### src/rtl/column_scan_arbiter_pkg.sv
// Shared types and helpers for the column scan arbiter.
// Optional grant timeout is enabled by the COL_ARB_GRANT_TIMEOUT_EN macro.
package lib_arbiter_pkg;

   typedef enum logic [1:0] {
      IDLE = 2'd0,
      ARB  = 2'd1,
      GNT  = 2'd2
   } col_arb_state_e;

   localparam int COL_ARB_MAX_COLS    = 64;
   localparam int COL_ARB_TIMEOUT_DEF = 15;
   localparam int COL_ARB_TO_W        = $clog2(COL_ARB_TIMEOUT_DEF + 1);

   // OR of the indices of all set bits; exact for a one-hot input.
   function automatic int unsigned onehot_to_index(
      input logic [COL_ARB_MAX_COLS-1:0] oh
   );
      int unsigned idx;
      idx = 0;
      for (int unsigned i = 0; i < COL_ARB_MAX_COLS; i++) begin
         if (oh[i]) idx = idx | i;
      end
      return idx;
   endfunction

endpackage

### src/rtl/column_scan_arbiter_prio_enc.sv
// Lowest-index one-hot select of a request vector.
// Ports: req_i (WIDTH requests), sel_o (one-hot, 0 when no request).
module col_prio_enc #(
   parameter int WIDTH = 8
) (
   input  logic [WIDTH-1:0] req_i,
   output logic [WIDTH-1:0] sel_o
);

   // Two's-complement trick isolates the lowest set bit.
   assign sel_o = req_i & (~req_i + WIDTH'(1));

endmodule

### src/rtl/column_scan_arbiter.sv
// Round-robin column arbiter: one pass grants each masked request once, low index first.
// Ports: clk_i, reset_i, enable_i, refresh_i, req_i, ack_i -> gnt_o, yadd_o, gnt_valid_o,
// grp_release_o, busy_o, timeout_o. Macro COL_ARB_GRANT_TIMEOUT_EN adds the grant timeout.
module column_scan_arbiter
   import lib_arbiter_pkg::*;
#(
   parameter int LVL_COLS       = 8,
   parameter int LVL_COL_ADD    = $clog2(LVL_COLS),
   parameter int TIMEOUT_CYCLES = 15
) (
   input  logic                   clk_i,
   input  logic                   reset_i,
   input  logic                   enable_i,
   input  logic                   refresh_i,
   input  logic [LVL_COLS-1:0]    req_i,
   input  logic                   ack_i,
   output logic [LVL_COLS-1:0]    gnt_o,
   output logic [LVL_COL_ADD-1:0] yadd_o,
   output logic                   gnt_valid_o,
   output logic                   grp_release_o,
   output logic                   busy_o,
   output logic                   timeout_o
);

   col_arb_state_e state_q, state_d;

   logic [LVL_COLS-1:0]    mask_q, mask_d;
   logic [LVL_COLS-1:0]    gnt_q, gnt_d;
   logic [LVL_COL_ADD-1:0] yadd_q, yadd_d;
   logic                   valid_q, valid_d;
   logic                   rel_q, rel_d;
   logic                   to_d;
   logic                   expire;

   logic [LVL_COLS-1:0]         mask_req;
   logic [LVL_COLS-1:0]         sel;
   logic [COL_ARB_MAX_COLS-1:0] sel_w;
   logic [LVL_COLS-1:0]         above_gnt;

   assign mask_req  = req_i & mask_q;
   assign sel_w     = COL_ARB_MAX_COLS'(sel);
   // Keeps only bits above the current grant; granting the top bit empties it.
   assign above_gnt = ~((gnt_q << 1) - LVL_COLS'(1));

   col_prio_enc #(
      .WIDTH (LVL_COLS)
   ) u_prio (
      .req_i (mask_req),
      .sel_o (sel)
   );

`ifdef COL_ARB_GRANT_TIMEOUT_EN
   localparam int TO_W = $clog2(TIMEOUT_CYCLES + 1);

   logic [TO_W-1:0] cnt_q, cnt_d;
   logic            to_q;

   assign expire = (state_q == GNT) &&
                   (cnt_q == TO_W'(TIMEOUT_CYCLES - 1));
   // Restarts on every entry to GNT; never passes the expiry value.
   assign cnt_d  = ((state_q == GNT) && (state_d == GNT)) ?
                   cnt_q + TO_W'(1) : '0;

   always_ff @(posedge clk_i or posedge reset_i) begin
      if (reset_i) begin
         cnt_q <= '0;
         to_q  <= 1'b0;
      end else begin
         cnt_q <= cnt_d;
         to_q  <= to_d;
      end
   end

   assign timeout_o = to_q;
`else
   assign expire    = 1'b0;
   assign timeout_o = 1'b0;
`endif

   always_ff @(posedge clk_i or posedge reset_i) begin
      if (reset_i) begin
         state_q <= IDLE;
         mask_q  <= '1;
         gnt_q   <= '0;
         yadd_q  <= '0;
         valid_q <= 1'b0;
         rel_q   <= 1'b0;
      end else begin
         state_q <= state_d;
         mask_q  <= mask_d;
         gnt_q   <= gnt_d;
         yadd_q  <= yadd_d;
         valid_q <= valid_d;
         rel_q   <= rel_d;
      end
   end

   always_comb begin
      state_d = state_q;
      if (refresh_i) begin
         state_d = IDLE;
      end else begin
         unique case (state_q)
            IDLE: if (enable_i) state_d = ARB;
            ARB: begin
               if (enable_i) state_d = (|mask_req) ? GNT : IDLE;
            end
            GNT: if (ack_i || expire) state_d = ARB;
            default: state_d = IDLE;
         endcase
      end
   end

   always_comb begin
      mask_d  = mask_q;
      gnt_d   = gnt_q;
      yadd_d  = yadd_q;
      valid_d = valid_q;
      rel_d   = 1'b0;
      to_d    = 1'b0;
      if (refresh_i) begin
         mask_d  = '1;
         gnt_d   = '0;
         yadd_d  = '0;
         valid_d = 1'b0;
      end else begin
         unique case (state_q)
            ARB: begin
               if (enable_i) begin
                  if (|mask_req) begin
                     gnt_d   = sel;
                     yadd_d  = LVL_COL_ADD'(onehot_to_index(sel_w));
                     valid_d = 1'b1;
                  end else begin
                     rel_d  = 1'b1;
                     mask_d = '1;
                  end
               end
            end
            GNT: begin
               if (ack_i || expire) begin
                  mask_d  = above_gnt;
                  gnt_d   = '0;
                  yadd_d  = '0;
                  valid_d = 1'b0;
                  to_d    = !ack_i;
               end
            end
            default: ;
         endcase
      end
   end

   assign gnt_o         = gnt_q;
   assign yadd_o        = yadd_q;
   assign gnt_valid_o   = valid_q;
   assign grp_release_o = rel_q;
   assign busy_o        = (state_q != IDLE);

endmodule

### config.mk
export PLATFORM = sky130hd
export DESIGN_NAME = column_scan_arbiter
export DESIGN_NICKNAME = d
export VERILOG_FILES = /design/src/rtl/column_scan_arbiter_pkg.sv /design/src/rtl/column_scan_arbiter_prio_enc.sv /design/src/rtl/column_scan_arbiter.sv
export SDC_FILE = /design/constraint.sdc
export NUM_CORES = 1
export LEC_CHECK = 0
export CORE_AREA = 5 5 70 47
export CTS_BUF_LIST = sky130_fd_sc_hd__clkbuf_4
export DETAILED_ROUTE_END_ITERATION = 7
export DIE_AREA = 0 0 75 52
export GPL_TIMING_DRIVEN = 0
export PLACE_DENSITY = 0.79
export SKIP_CTS_REPAIR_TIMING = 1
export SLEW_MARGIN = 20
export SYNTH_ARGS = -nofsm -noshare
export SYNTH_HDL_FRONTEND = slang
export SYNTH_SLANG_ARGS = --single-unit
### constraint.sdc
create_clock -name clk_i -period 2.12 [get_ports clk_i]
set_input_delay 0.424 -clock clk_i [delete_from_list [all_inputs] [get_ports clk_i]]
set_output_delay 0.424 -clock clk_i [all_outputs]
set_load 0.1 [all_outputs]
==> run_results.csv, run 1 <==
group,metric,value,unit
layout,design_area,0.00160,mm^2
setup_path,startpoint_type,"input pin",
layout,drive_gt1_share,14.9,%
pwr,p_total,1.14,mW
placement,gp_congestion,0.833,
logic_synthesis,synth.most_common_cell,"dfrtp_1",
floorplanning,fp.dieW,75,um
timing,fin_skew,0.00288,ns
cts,clock-sinks,23,
route,totalWireLength,3.36,mm
timing,hold_viol,0,
cts,cts.htree.levels,1,
route,via_per_inst,6.25,
logic_synthesis,synth_area,0.00126,mm^2
route,num_vias,1137,
grt,grt_max_degree,24,
timing,worstMarginPinSlew,0.989,ns
logic_synthesis,synth_ff_type,"dfrtp_1",
placement,dp_hpwl,2.44,mm
logic_synthesis,yosysWarnings,0,
run_status,outcome,"completed",
logic_synthesis,yosys-top-cells-area,"dfrtp_1 (30%), dfstp_2 (17%), o22a_1 (5.6%)",
setup_path,crit_required,2.39,ns
logic_synthesis,yosysSeqAreaShare,46.6,%
logic_synthesis,synthArstFlopShare,100,%
setup_path,critPathKind,"input pin to flop",
layout,final_nets,163,
setup_path,slowest_stage,"clkdlybuf4s50_1",
floorplanning,die-height,52,um
job,max-cap-violations,0,
pwr,vdd_drop_max,387,uV
grt,grt_use_total,18.9,%
grt,antenna_found_initial,0,
floorplanning,start_util,47.5,%
logic_synthesis,syn_nets,134,
setup_path,cp_max_fo,10,
floorplanning,io-pin-count,28,
placement,port_buffers,24,
cts,clk_pin_slew,0.13,ns
logic_synthesis,ys_types,42,
setup_path,path_delay_family,"compound AO/OA/AOI/OAI gates",
logic_synthesis,syn_avg_cell_area,10.5,um^2
setup_path,critical_path_buf_inv_count,1,
setup_path,path_cells,"clkdlybuf4s50_1 -> a22oi_2 -> nand4_1 -> a21oi_2 -> o22a_1",
pwr,power_leakage,0.877,nW
setup_path,critical_path.max_stage_delay,0.47,ns
route,drtPass1Iterations,4,
setup_path,arrival,2.27,ns
floorplanning,die-area,0.00390,mm^2
timing,slew_viol_final,0,
setup_path,cp-end-kind,"flop",
layout,syn2layout_area_growth,27.1,%
grt,grt_pass1_vias,1130,
min_path,min_path_type,"flop to flop",
route,drcViolationCount,0,
logic_synthesis,synth_edf_count,0,
cts,numCtsBuffers,3,
floorplanning,core_area,0.00265,mm^2
route,drt.antenna.violating_nets,0,
timing,period_share,94.4,%
grt,grt_overflow,0,
cts,cts_tree,"yes",
layout,n_fill_cell,220,
layout,diodes,0,
pwr,power_density,712,mW/mm^2
logic_synthesis,synth_cells,120,
timing,rsz0062_at_grt,"no",
timing,period_minus_slack,2.00,ns
grt,grt_pass1_wl,5.46,mm
cts,ctsLongestPathBuffers,2,
logic_synthesis,synth_commonest_cells,"dfrtp_1 (15), nand2_1 (13), dfstp_2 (8), o22a_1 (8)",
logic_synthesis,yosys.area.top_type,"dfrtp_1",
timing,setup_viol,0,
cts,clkLatencyLatePin,0.32,ns
logic_synthesis,ys_ff_latch,23,
route,drtIter0Drc,101,
route,routedWlPerCell,18.5,um
timing,fmax,499,MHz
placement,dpl_cell_area,0.00154,mm^2
timing,slew_headroom,34.0,%
logic_synthesis,synth_top_area_share,29.9,%
floorplanning,rows,15,
cts,cts-root-buf,"clkbuf_4",
## cell usage in the layout, fill, tap and decap left out, types with 4 or more instances in the layout
| cell | synthesis | routed |
|---|---|---|
| a21oi_1 | 6 | 6 |
| clkbuf_4 | 0 | 4 |
| clkdlybuf4s50_1 | 0 | 10 |
| dfrtp_1 | 15 | 15 |
| dfstp_2 | 8 | 8 |
| dlymetal6s2s_1 | 0 | 13 |
| inv_1 | 4 | 4 |
| nand2_1 | 13 | 13 |
| nand3_1 | 4 | 4 |
| nor2_1 | 6 | 6 |
| nor3_1 | 4 | 4 |
| o22a_1 | 8 | 8 |
| o2bb2ai_1 | 4 | 4 |
| xnor2_1 | 4 | 4 |
## per-stage QoR
step / util [%] / hold WS (ns) / TNS (ns) / std cells / setup slack [ns]
2_1_floorplan: - / 0.420 / 0 / 120 / 0.228
3_3_place_gp: 58.2 / 0.461 / -1.15 / 178 / -0.131
3_5_place_dp: 58.2 / 0.476 / -1.78 / 178 / -0.189
4_1_cts: 59.3 / 0.503 / -2.94 / 182 / -0.406
5_1_grt: 60.4 / 0.516 / 0 / 182 / 0.0395
6_report: 60.4 / 0.494 / 0 / 182 / 0.118
## logic make-up after synthesis
family	after synthesis	synth area share, %
DFF	23	46.6
other	1	0.298
buffers and inverters	8	2.79
xor gates and xnor gates	6	4.18
and+or+nand+nor	42	18.2
AOI/OAI and AO/OA	39	27.0
adders and majority gates	1	0.995
## power breakdown
| part | switching, mW | internal (mW) | total, mW |
|---|---|---|---|
| combinational | 0.275 | 0.119 | 0.395 |
| sequential | 0.0364 | 0.486 | 0.523 |
| clock | 0.134 | 0.0865 | 0.220 |
## registers in the layout, indices dropped and copies added, names as in the netlist
signal	flops
gnt_o	8
state_q	2
gnt_valid_o	1
grp_release_o	1
yadd_o	3
mask_q	8
## worst paths after layout
kind                       slack, ns  cells past startpoint                      end             startpoint
setup / recovery                0.12                      5    mask_q[3]$_DFFE_PP1P_               req_i[2]
hold / removal                  0.49                      1     gnt_o[7]$_DFFE_PP0P_   gnt_o[7]$_DFFE_PP0P_
setup reg to reg                0.27                      4    mask_q[3]$_DFFE_PP1P_  mask_q[7]$_DFFE_PP1P_
hold reg to reg                 0.49                      1     gnt_o[7]$_DFFE_PP0P_   gnt_o[7]$_DFFE_PP0P_
max in group asynchronous       1.00                      2  grp_release_o$_DFF_PP0_                reset_i
min in group asynchronous       0.58                      2   state_q[0]$_DFFE_PP0P_                reset_i
## cell type report
class	count	area, um^2	share of cell area (%)
multi-input combinational	89	637	39.9
sequential	23	586	36.6
timing repair buffer	24	268	16.8
tap	34	42.5	2.66
clock buffer	4	30.0	1.88
buffer	4	20.0	1.25
inverter	4	15.0	0.940
## routing by layer
metal | vias up | share of wire [%] | global-route usage [%]
li1 | 507 | - | -
met3 | 11 | 8.5 | 5.02
met5 | - | 0 | 0
met4 | 0 | 2.3 | 6.80
met1 | 558 | 41 | 24.2
met2 | 61 | 48 | 30.3
Power figures use the tool's default switching activity.
==> run 2, diff against run 1 <==
--- a/config.mk
+++ b/config.mk
@@ -5,10 +5,10 @@
 export SDC_FILE = /design/constraint.sdc
 export NUM_CORES = 1
 export LEC_CHECK = 0
-export CORE_AREA = 5 5 70 47
+export CORE_AREA = 2 2 67 44
 export CTS_BUF_LIST = sky130_fd_sc_hd__clkbuf_4
 export DETAILED_ROUTE_END_ITERATION = 7
-export DIE_AREA = 0 0 75 52
+export DIE_AREA = 0 0 69 46
 export GPL_TIMING_DRIVEN = 0
 export PLACE_DENSITY = 0.79
 export SKIP_CTS_REPAIR_TIMING = 1
==> run_results.csv, run 2 (synthesis gave the netlist of run 1 again) <==
group,metric,value,unit
cts,clk_pin_slew,0.12,ns
setup_path,rr_worst_depth,4,
setup_path,cp.depth,5,
pwr,p_comb_share,34.5,%
setup_path,cp_max_fo,8,
layout,final_cell_mix,"dfrtp_1 (15), nand2_1 (13), dlymetal6s2s_1 (13)",
placement,dpl_cell_area,0.00154,mm^2
floorplanning,start_util,47.9,%
cts,cts-root-buf,"clkbuf_4",
setup_path,startpoint_type,"input pin",
timing,timing.hold.ws,0.488,ns
setup_path,path_delay_family,"compound AO/OA/AOI/OAI gates",
timing,slew_headroom,34.8,%
cts,clock-sinks,23,
layout,layout_commonest_cell,"dfrtp_1",
min_path,min_path_type,"flop to flop",
layout,syn2layout_area_growth,27.1,%
layout,diodes,0,
grt,antenna_found_initial,0,
timing,fin_skew,0.00446,ns
setup_path,startpoint,"req_i[5]",
route,drtIter0Drc,67,
grt,grt_use_total,19.4,%
pwr,internal_power,692,uW
route,via_per_inst,5.74,
timing,setup_viol,0,
floorplanning,io-pin-count,28,
job,max-cap-violations,0,
timing,slew_viol_final,0,
pwr,power_leakage,0.877,nW
floorplanning,core_area,0.00263,mm^2
layout,final_nets,163,
grt,grt_max_degree,24,
min_path,min_delay_path_depth,1,
setup_path,r2r_setup_slack,0.31,ns
layout,n_fill_cell,228,
setup_path,critical_path_buf_inv_count,1,
min_path,whs_endpoint,"gnt_o[7]$_DFFE_PP0P_",
timing,fin_setup_tns,0,ns
setup_path,critPathKind,"input pin to flop",
placement,gp_congestion,0.842,
cts,clkLatencyLatePin,0.31,ns
floorplanning,die-area,0.00317,mm^2
route,num_vias,1045,
pwr,power_density,702,mW/mm^2
route,routedWlPerCell,15.4,um
placement,port_buffers,24,
setup_path,crit_required,2.38,ns
setup_path,arrival,2.25,ns
pwr,clockPowerShare,19.1,%
grt,grt_pass1_vias,980,
grt,grt_pass1_wl,4.70,mm
cts,cts_tree,"yes",
timing,period_minus_slack,1.98,ns
setup_path,critical_path.max_stage_delay,0.49,ns
cts,cts.htree.levels,1,
setup_path,path_cells,"clkdlybuf4s50_1 -> a22oi_1 -> nand4_1 -> a21oi_2 -> o22a_1",
pwr,p_sw,430,uW
run_status,outcome,"completed",
timing,worstMarginPinSlew,0.976,ns
setup_path,cp-end-kind,"flop",
floorplanning,rows,15,
cts,ctsLongestPathBuffers,2,
pwr,power_frac_seq,46.5,%
route,drt.antenna.violating_nets,0,
floorplanning,die-height,46,um
layout,design_area,0.00160,mm^2
grt,grt_overflow,0,
timing,fmax,505,MHz
cts,numCtsBuffers,3,
setup_path,slowest_stage,"a22oi_1",
timing,worst_slack,0.138,ns
pwr,vdd_drop_max,499,uV
layout,drive_gt1_share,14.9,%
setup_path,reg2reg_from,"mask_q[7]$_DFFE_PP1P_",
route,totalWireLength,2.81,mm
timing,rsz0062_at_grt,"no",
timing,period_share,93.5,%
route,drcViolationCount,0,
floorplanning,fp.dieW,69,um
setup_path,r2r-end,"mask_q[6]$_DFFE_PP1P_",
timing,hold_viol,0,
route,drtPass1Iterations,4,
placement,pre_cts_ws,-0.152,ns
min_path,min_from,"gnt_o[7]$_DFFE_PP0P_",
pwr,netSwitchingFraction,38.3,%
placement,dp_hpwl,2.04,mm
[run 2: cell counts in the layout (fill, tap and decap cells not counted)]
Identical to the previous run, type by type.
[run 2: per-stage QoR]
step / cells / util, % / power, mW
final: 182 / 60.8 / 1.12
after floorplan: 120 / - / 0.817
after CTS: 182 / 59.8 / 1.13
after global placement: 178 / 58.6 / 0.910
after global routing: 182 / 60.8 / 1.18
after detailed placement: 178 / 58.6 / 0.918
[run 2: power groups by stage]
stage	Combinational (mW)	Sequential (mW)	Clock, mW
after floorplan	0.202	0.615	0
after global placement	0.384	0.526	0
after detailed placement	0.390	0.529	0
after CTS	0.392	0.521	0.221
after global routing	0.412	0.528	0.239
final	0.386	0.521	0.214
[run 2: per-layer routing]
layer / vias to the layer above / routed length [um] / GRT usage (%)
met5: - / 0 / 0
met1: 494 / 1380 / 27.2
met4: 0 / 15 / 3.53
li1: 513 / - / -
met2: 34 / 1240 / 30.4
met3: 4 / 173 / 5.75
[run 2: how the worst max path moves through the flow]
| stage | to | slack [ns] |
|---|---|---|
| 6_report | mask_q[6]$_DFFE_PP1P_ | 0.14 |
| 3_5_place_dp | mask_q[6]$_DFFE_PP1P_ | -0.15 |
| 2_1_floorplan | mask_q[7]$_DFFE_PP1P_ | 0.23 |
| 5_1_grt | mask_q[5]$_DFFE_PP1P_ | 0.01 |
| 3_3_place_gp | mask_q[2]$_DFFE_PP1P_ | -0.12 |
| 4_1_cts | busy_o | -0.37 |
[run 2: area by class of cell]
| type | count | area, um^2 | share of cell area, % |
|---|---|---|---|
| multi-input cells | 89 | 637 | 39.9 |
| flip-flops and latches | 23 | 586 | 36.6 |
| repair buffers | 24 | 268 | 16.8 |
| well taps | 34 | 42.5 | 2.66 |
| clock buffers | 4 | 30.0 | 1.88 |
| plain buffers | 4 | 20.0 | 1.25 |
| inverters | 4 | 15.0 | 0.940 |
==> run 3, diff against run 2 <==
==> constraint.sdc (replaced) <==
create_clock -name clk_i -period 2.2 [get_ports clk_i]
set_input_delay 0.44 -clock clk_i [delete_from_list [all_inputs] [get_ports clk_i]]
set_output_delay 0.44 -clock clk_i [all_outputs]
set_load 0.1 [all_outputs]
==> run_results.csv, run 3 (synthesis gave the netlist of run 1 again) <==
group,metric,value,unit
layout,n_fill_cell,228,
layout,layout_commonest_cell,"dfrtp_1",
floorplanning,fp.dieW,69,um
route,totalWireLength,2.80,mm
pwr,clockPowerShare,19.2,%
pwr,vdd_drop_max,483,uV
min_path,min_delay_path_depth,1,
setup_path,rr_worst_depth,4,
run_status,outcome,"completed",
pwr,p_comb_share,34.6,%
timing,fmax,473,MHz
route,drtIter0Drc,69,
setup_path,startpoint_type,"flop",
cts,clock-sinks,23,
floorplanning,start_util,47.9,%
pwr,p_total,1.09,mW
floorplanning,rows,15,
timing,fin_setup_tns,0,ns
timing,fin_skew,0.00572,ns
pwr,internal_power,670,uW
cts,cts.htree.levels,1,
timing,setup_viol,0,
setup_path,crit_required,1.76,ns
grt,grt_pass1_wl,4.70,mm
floorplanning,die-area,0.00317,mm^2
route,routedWlPerCell,15.4,um
setup_path,reg2reg_from,"mask_q[7]$_DFFE_PP1P_",
setup_path,critPathKind,"flop to primary output",
timing,rsz0062_at_grt,"no",
min_path,whs_endpoint,"gnt_o[7]$_DFFE_PP0P_",
timing,slew_headroom,34.8,%
layout,syn2layout_area_growth,27.7,%
grt,grt_overflow,0,
layout,design_area,0.00161,mm^2
layout,final_nets,163,
placement,gp_congestion,0.842,
route,drcViolationCount,0,
timing,slew_viol_final,0,
cts,numCtsBuffers,3,
timing,worstMarginPinSlew,0.976,ns
setup_path,r2r-end,"mask_q[2]$_DFFE_PP1P_",
job,max-cap-violations,0,
grt,grt_max_degree,24,
min_path,min_from,"gnt_o[7]$_DFFE_PP0P_",
route,via_per_inst,5.75,
timing,period_minus_slack,2.11,ns
placement,dpl_cell_area,0.00154,mm^2
pwr,p_sw,415,uW
grt,grt_pass1_vias,980,
timing,hold_viol,0,
cts,ctsLongestPathBuffers,2,
min_path,min_path_type,"flop to flop",
pwr,power_density,676,mW/mm^2
cts,clkLatencyLatePin,0.31,ns
timing,period_share,96.0,%
pwr,netSwitchingFraction,38.2,%
placement,port_buffers,24,
floorplanning,io-pin-count,28,
setup_path,r2r_setup_slack,0.39,ns
layout,drive_gt1_share,14.2,%
route,drtPass1Iterations,4,
setup_path,arrival,1.67,ns
setup_path,cp_max_fo,8,
setup_path,startpoint,"state_q[1]$_DFFE_PP0P_",
cts,cts-root-buf,"clkbuf_4",
grt,grt_use_total,19.4,%
route,drt.antenna.violating_nets,0,
placement,dp_hpwl,2.04,mm
pwr,power_frac_seq,46.2,%
layout,diodes,0,
pwr,power_leakage,0.887,nW
floorplanning,core_area,0.00263,mm^2
route,num_vias,1046,
layout,final_cell_mix,"dfrtp_1 (15), dlymetal6s2s_1 (14), nand2_1 (13)",
floorplanning,die-height,46,um
cts,clk_pin_slew,0.12,ns
setup_path,cp-end-kind,"primary output",
grt,antenna_found_initial,0,
cts,cts_tree,"yes",
[run 3: stage by stage]
stage | instances | hold slack, ns | setup slack, ns | utilization (%)
after floorplan | 120 | 0.436 | 0.308 | -
after global placement | 178 | 0.466 | -0.0580 | 58.6
after detailed placement | 178 | 0.470 | -0.0883 | 58.6
after CTS | 182 | 0.499 | -0.311 | 59.8
after global routing | 182 | 0.534 | 0.00490 | 61.1
final | 182 | 0.489 | 0.0875 | 61.1
[run 3: worst max-delay path by stage]
| stage | endpoint | slack (ns) | cells after the start |
|---|---|---|---|
| after detailed placement | mask_q[6]$_DFFE_PP1P_ | -0.09 | 5 |
| after floorplan | mask_q[7]$_DFFE_PP1P_ | 0.31 | 6 |
| after CTS | busy_o | -0.31 | 2 |
| final | busy_o | 0.09 | 2 |
| after global routing | busy_o | 0.005 | 2 |
| after global placement | mask_q[2]$_DFFE_PP1P_ | -0.06 | 5 |
[run 3: worst max-delay path, cell delays in order, from the launching register on]
cell,delay (ns)
dfrtp_1,0.48
or2_2,0.15
dlymetal6s2s_1,0.73
[run 3: routing by layer]
metal	GRT usage, %	part of all wire [%]	vias to the layer above
met3	5.75	5.3	4
li1	-	-	516
met5	0	0	-
met4	3.53	0.54	0
met1	27.2	49	501
met2	30.4	45	25
[run 3: layout make-up]
class | count | area, um^2 | share of cell area [%]
inverter | 4 | 15.0 | 0.935
buffer | 4 | 20.0 | 1.25
clock buffer | 4 | 30.0 | 1.87
tap | 34 | 42.5 | 2.65
multi-input combinational | 89 | 637 | 39.7
sequential | 23 | 586 | 36.5
timing repair buffer | 24 | 275 | 17.1
[run 3: power by group through the flow]
stage / clock, mW / combinational (mW) / sequential, mW
3_3_place_gp: 0 / 0.370 / 0.507
4_1_cts: 0.213 / 0.377 / 0.502
3_5_place_dp: 0 / 0.375 / 0.510
5_1_grt: 0.230 / 0.401 / 0.509
6_report: 0.209 / 0.375 / 0.502
2_1_floorplan: 0 / 0.195 / 0.592
